===== config.mk =====
export PLATFORM = sky130hd
export DESIGN_NAME = pc_seq
export DESIGN_NICKNAME = d
export VERILOG_FILES = /design/src/rtl/pc_seq.sv
export SDC_FILE = /design/constraint.sdc
export NUM_CORES = 1
export LEC_CHECK = 0
export CAP_MARGIN = 20
export CORE_ASPECT_RATIO = 0.5
export CORE_MARGIN = 1.5
export CORE_UTILIZATION = 47
export CTS_CLUSTER_SIZE = 10
export DETAILED_ROUTE_END_ITERATION = 10
export GPL_ROUTABILITY_DRIVEN = 0
export PLACE_DENSITY = 0.82
export SLEW_MARGIN = 0
export SYNTH_ARGS = -nofsm -noshare
export SYNTH_HDL_FRONTEND = slang
export SYNTH_SLANG_ARGS = --single-unit

===== constraint.sdc =====
create_clock -name clk -period 4.1 [get_ports clk]
set_clock_uncertainty 0.15 [all_clocks]
set_input_delay 1.23 -clock clk [delete_from_list [all_inputs] [get_ports clk]]
set_output_delay 1.23 -clock clk [all_outputs]
set_load 0.03 [all_outputs]

===== src/rtl/pc_seq.sv =====
// Program-counter sequencer: phase-driven fetch increment, trap/eret handling and an optional
// circular return-address stack enabled by the PC_SEQ_RAS_EN macro.
module pc_seq #(
  parameter int          N         = 32,
  parameter int          STEP      = 4,
  parameter logic [N-1:0] RESET_VEC = {N{1'b0}},
  parameter logic [N-1:0] TRAP_VEC  = N'(32'h80),
  parameter int          RAS_DEPTH = 4
) (
  input  logic         clk,
  input  logic         rst,
  input  logic [4:0]   phase,
  input  logic         stall,
  input  logic         ct_taken,
  input  logic [N-1:0] dr,
  input  logic         trap,
  input  logic         eret,
  input  logic         is_call,
  input  logic         is_ret,
  output logic [N-1:0] pc,
  output logic [N-1:0] epc,
  output logic [N-1:0] ras_top,
  output logic         ras_empty,
  output logic         ras_full,
  output logic         phase_err
);

  localparam logic [N-1:0] STEP_C = N'(STEP);
  localparam int PW = (RAS_DEPTH > 1) ? $clog2(RAS_DEPTH) : 1;

  logic [N-1:0] pc_r;
  logic [N-1:0] epc_r;
  logic [N-1:0] pc_nxt_s;
  logic [N-1:0] epc_nxt_s;
  logic         phase_err_r;
  logic         onehot_s;
  logic         f_s;
  logic         w_s;
  logic         ras_empty_s;
  logic [N-1:0] ras_top_s;
  logic         ras_push_s;
  logic         ras_pop_s;
  logic         ras_repl_s;

  assign onehot_s = (phase != 5'b00000) && ((phase & (phase - 5'b00001)) == 5'b00000);
  assign f_s      = onehot_s & ~stall & phase[0];
  assign w_s      = onehot_s & ~stall & phase[4];

  // Next pc/epc and RAS operation decode; trap beats eret beats control transfer
  always_comb begin
    pc_nxt_s   = pc_r;
    epc_nxt_s  = epc_r;
    ras_push_s = 1'b0;
    ras_pop_s  = 1'b0;
    ras_repl_s = 1'b0;
    if (f_s) begin
      pc_nxt_s = pc_r + STEP_C;
    end else if (w_s) begin
      if (trap) begin
        pc_nxt_s  = TRAP_VEC;
        epc_nxt_s = pc_r - STEP_C;
      end else if (eret) begin
        pc_nxt_s = epc_r;
      end else if (ct_taken) begin
        if (is_ret && !ras_empty_s) begin
          pc_nxt_s = ras_top_s;
        end else begin
          pc_nxt_s = dr;
        end
        // Call+return on a non-empty stack swaps the top in place
        if (is_call && is_ret) begin
          if (ras_empty_s) begin
            ras_push_s = 1'b1;
          end else begin
            ras_repl_s = 1'b1;
          end
        end else if (is_call) begin
          ras_push_s = 1'b1;
        end else if (is_ret && !ras_empty_s) begin
          ras_pop_s = 1'b1;
        end else begin
          ras_pop_s = 1'b0;
        end
      end else begin
        pc_nxt_s = pc_r;
      end
    end else begin
      pc_nxt_s = pc_r;
    end
  end

  // PC, EPC and phase error registers
  always_ff @(posedge clk) begin
    if (rst) begin
      pc_r        <= RESET_VEC;
      epc_r       <= {N{1'b0}};
      phase_err_r <= 1'b0;
    end else begin
      pc_r        <= pc_nxt_s;
      epc_r       <= epc_nxt_s;
      phase_err_r <= ~onehot_s;
    end
  end

`ifdef PC_SEQ_RAS_EN
  localparam logic [PW:0] DEPTH_C = (PW+1)'(RAS_DEPTH);

  logic [N-1:0]  ras_mem_r [RAS_DEPTH];
  logic [PW-1:0] sp_r;
  logic [PW-1:0] sp_inc_s;
  logic [PW:0]   cnt_r;

  assign sp_inc_s    = sp_r + {{(PW-1){1'b0}}, 1'b1};
  assign ras_empty_s = (cnt_r == {(PW+1){1'b0}});
  assign ras_top_s   = ras_empty_s ? {N{1'b0}} : ras_mem_r[sp_r];
  assign ras_full    = (cnt_r == DEPTH_C);

  // Circular stack: a push when full lands on the oldest slot and keeps the count saturated
  always_ff @(posedge clk) begin
    if (rst) begin
      sp_r  <= {PW{1'b0}};
      cnt_r <= {(PW+1){1'b0}};
      for (int i = 0; i < RAS_DEPTH; i++) begin
        ras_mem_r[i] <= {N{1'b0}};
      end
    end else if (ras_push_s) begin
      sp_r                <= sp_inc_s;
      ras_mem_r[sp_inc_s] <= pc_r;
      if (cnt_r != DEPTH_C) begin
        cnt_r <= cnt_r + {{PW{1'b0}}, 1'b1};
      end else begin
        cnt_r <= cnt_r;
      end
    end else if (ras_pop_s) begin
      sp_r  <= sp_r - {{(PW-1){1'b0}}, 1'b1};
      cnt_r <= cnt_r - {{PW{1'b0}}, 1'b1};
    end else if (ras_repl_s) begin
      ras_mem_r[sp_r] <= pc_r;
    end else begin
      sp_r  <= sp_r;
      cnt_r <= cnt_r;
    end
  end
`else
  logic unused_ras_s;

  assign ras_empty_s  = 1'b1;
  assign ras_top_s    = {N{1'b0}};
  assign ras_full     = 1'b0;
  assign unused_ras_s = ^{ras_push_s, ras_pop_s, ras_repl_s};
`endif

  assign pc        = pc_r;
  assign epc       = epc_r;
  assign ras_top   = ras_top_s;
  assign ras_empty = ras_empty_s;
  assign phase_err = phase_err_r;

endmodule


==> summary.txt <==
Run status
  – Status: complete, but fails checks
  – Failing checks: design-rule violations

Yosys
  – Yosys warnings: 0
  – Ys async rst share: 0
  – Sequential element share of the synthesized area: 0.296
  – Number of synthesized flops with an enable pin: 0
  – Syn Area/Cell: 7.86 µm²
  – Synthesized cell area: 4400 µm²
  – Primary FF master, synth: dfxtp_1
  – #FFs+latches synth: 65
  – Post-synthesis cell type count: 56
  – Cells after Synth: 559

Die
  – Die width: 140 µm
  – Rows: 24
  – Die area: 9980 µm²
  – Core ar.: 8890 µm²
  – Number of primary I/O pins: 144
  – Initial Util: 0.495
  – Die Ht: 71.4 µm

Layout
  – P&R area growth vs syn: 29.0%
  – Layout Cells excl Fill: 761
  – Antenna diodes: 0
  – Fraction of layout cells with a size suffix above 1: 0.0916
  – Nets: 686

STA
  – Final setup fails: 0
  – Worst slew pin tran: 0.787 ns
  – Fin crit share: 0.854
  – Hold Vio Cnt, Final: 0
  – Fmax: 285 MHz
  – RSZ-0062 raised after global routing: no
  – Final min period: 3.50 ns
  – Max_slew headroom: 0.471
  – Setup_tns: 0 ns
  – Final setup margin: 0.597 ns
  – Max-slew violation count: 0

Global routing
  – Vias in the first global route: 3891
  – Initial antenna violation count: 0
  – Grt ovf: 0
  – Global-route wire length before repair: 19700 µm
  – Tot GR Track Use: 0.249
  – Largest net degree at the start of global routing: 41

Detailed routing
  – Wire per inst: 16.4 µm
  – DR vias: 4473
  – DRT iter0 DRCs: 370
  – WL final: 12500 µm
  – DRC viols: 11
  – Final ANT Viol Nets: 0
  – Via density: 5.88
  – DRT Pass-1 Iters: 8

Worst setup path
  – Bufs and invs on worst path: 2
  – WS Path Type: in -> reg
  – CP Data Arrival Time: 3.56 ns
  – Crit path capture type: register
  – Critical path depth: 7
  – CP delay by family, top: simple AND/OR/NAND/NOR gates
  – Max FO, Critical Path: 12
  – R2R cell count: 7
  – CP Data Required Time: 4.16 ns
  – Peak per-stage delay on the critical path: 0.63 ns
  – Critical Path, Cell by Cell: clkdlybuf4s50_1 > or4_1 > or3_1 > buf_4 > nand2_1 > mux2_2 > o22ai_1
  – Crit-path slowest cell: or4_1
  – Startpoint types: input pin

Clock network
  – H-tree depth: 3
  – Clock sinks: 65
  – Clock Tree Buf Depth: 2
  – Cts bufs inserted: 9
  – Post-CTS sizing: 0
  – Clock transition at path regs: 0.05 ns
  – CTS tree: built
  – Clk_lat worst skew: 0.33 ns
  – Post-CTS Hold Fix Bufs: 0
  – CTS Root Cell: clkbuf_16
  – Setup bufs post-CTS: 0

Pwr
  – Max VDD drop: 0.165 mV
  – PD cells: 293 nW/µm²
  – Final Total Pwr: 1660 µW
  – Static leakage: 0.00205 µW

Place
  – Pre-CTS WS: 0.282 ns
  – Port Buf Inserts: 107
  – Post-placement cell count: 745
  – DP HPWL: 8810 µm

Hold path
  – Min-Delay Path Class: reg -> reg
  – Hold path depth: 2

Job
  – Max-cap violations: 0
==> worst register-to-register path: stages, from the launching register on <==
cell	delay [ns]
dfxtp_1	0.41
inv_1	0.10
ha_1	0.19
or4b_4	0.52
or3_1	0.62
or4_4	0.49
xor2_1	0.16
a211oi_2	0.22
==> layout make-up <==
class                           instances  area (µm²)
Timing Repair Buffer                  123        1180
Tap cell                              117         146
Clock inverter                          3        40.0
Fill cell                             748        3220
Inverter                                7        26.3
Sequential cell                        65        1300
Clock buffer                           13         250
Multi-Input combinational cell        433        2730
==> registers in the layout, indices dropped and copies added, names as in the netlist <==
signal     cells
pc            32
phase_err      1
epc           32
==> cells in the final DEF (no fill, tap or decap), types with 18 or more instances in the layout <==
| master | n |
|---|---|
| nor3_1 | 24 |
| a21oi_1 | 21 |
| clkdlybuf4s50_1 | 105 |
| mux2i_1 | 21 |
| dfxtp_1 | 65 |
| nand2_1 | 39 |
| nor2_1 | 61 |
| conb_1 | 34 |
| a211oi_1 | 32 |
| xnor2_1 | 18 |
==> metrics by stage <==
step	util	hold WS [ns]	cell area, µm²
after global routing	0.638	0.382	5670
after detailed placement	0.605	0.356	5380
after CTS	0.638	0.361	5670
after global placement	0.605	0.353	5380
after floorplan	-	0.475	4520
final	0.638	0.360	5670
==> final timing paths <==
path	startpoint	to	slack, ns
worst max-delay path	phase[3]	pc[18]	0.60
worst min-delay path	epc[4]	epc[4]	0.36
worst max register to register	pc[2]	epc[16]	1.16
worst min register to register	epc[4]	epc[4]	0.36
==> cells by family (layout without fill, tap and decap cells) <==
kind of cell,Yosys count,in the layout,share of synthesized area
compound gates,109,109,0.172
xor+xnor,29,29,0.0578
fa+ha+maj,2,2,0.00569
buf+inv,93,146,0.114
flops,65,65,0.296
mux,38,38,0.0914
other cells,2,34,0.00171
simple gates,221,221,0.262
==> power breakdown <==
part / leakage (µW) / internal (µW) / switching [µW]
Sequential: 0.000524 / 637 / 7.41
Clock: 0.000144 / 486 / 275
Combinational: 0.00138 / 105 / 150
Total: 0.00205 / 1230 / 433
==> routing by layer <==
metal,routed length (µm),track usage,vias up
met1,5420,0.337,2040
met3,1340,0.0588,22
met2,5510,0.395,273
met4,211,0.0819,0
li1,-,-,2138
met5,0,0,-
==> cells in the mapped netlist (3+ instances only) <==
| library cell | instances | area (µm²) |
|---|---|---|
| dfxtp_1 | 65 | 1300 |
| nor2_1 | 61 | 229 |
| clkbuf_1 | 47 | 176 |
| nand2_1 | 39 | 146 |
| buf_4 | 34 | 255 |
| a211oi_1 | 32 | 240 |
| nor3_1 | 25 | 125 |
| a21oi_1 | 21 | 105 |
| mux2i_1 | 21 | 210 |
| xnor2_1 | 18 | 158 |
| mux2_2 | 17 | 191 |
| nand3_1 | 17 | 85.1 |
| nor4_1 | 16 | 100 |
| nand4_1 | 14 | 87.6 |
| o21ai_0 | 13 | 65.1 |
| xor2_1 | 11 | 96.3 |
| or3_1 | 8 | 50.1 |
| and3_1 | 7 | 43.8 |
| inv_1 | 7 | 26.3 |
| or4_1 | 7 | 52.6 |
| and4_1 | 6 | 52.6 |
| a22oi_1 | 5 | 37.5 |
| a31oi_1 | 5 | 31.3 |
| a311oi_1 | 4 | 35.0 |
| nand2b_1 | 4 | 25.0 |
| o211ai_1 | 4 | 30.0 |
| o31ai_1 | 4 | 30.0 |
| buf_6 | 3 | 33.8 |
| nor3b_1 | 3 | 22.5 |
| o22ai_1 | 3 | 18.8 |
| o311ai_0 | 3 | 26.3 |
| o31a_1 | 3 | 26.3 |
| or2_2 | 3 | 18.8 |
Power figures use the tool's default switching activity.
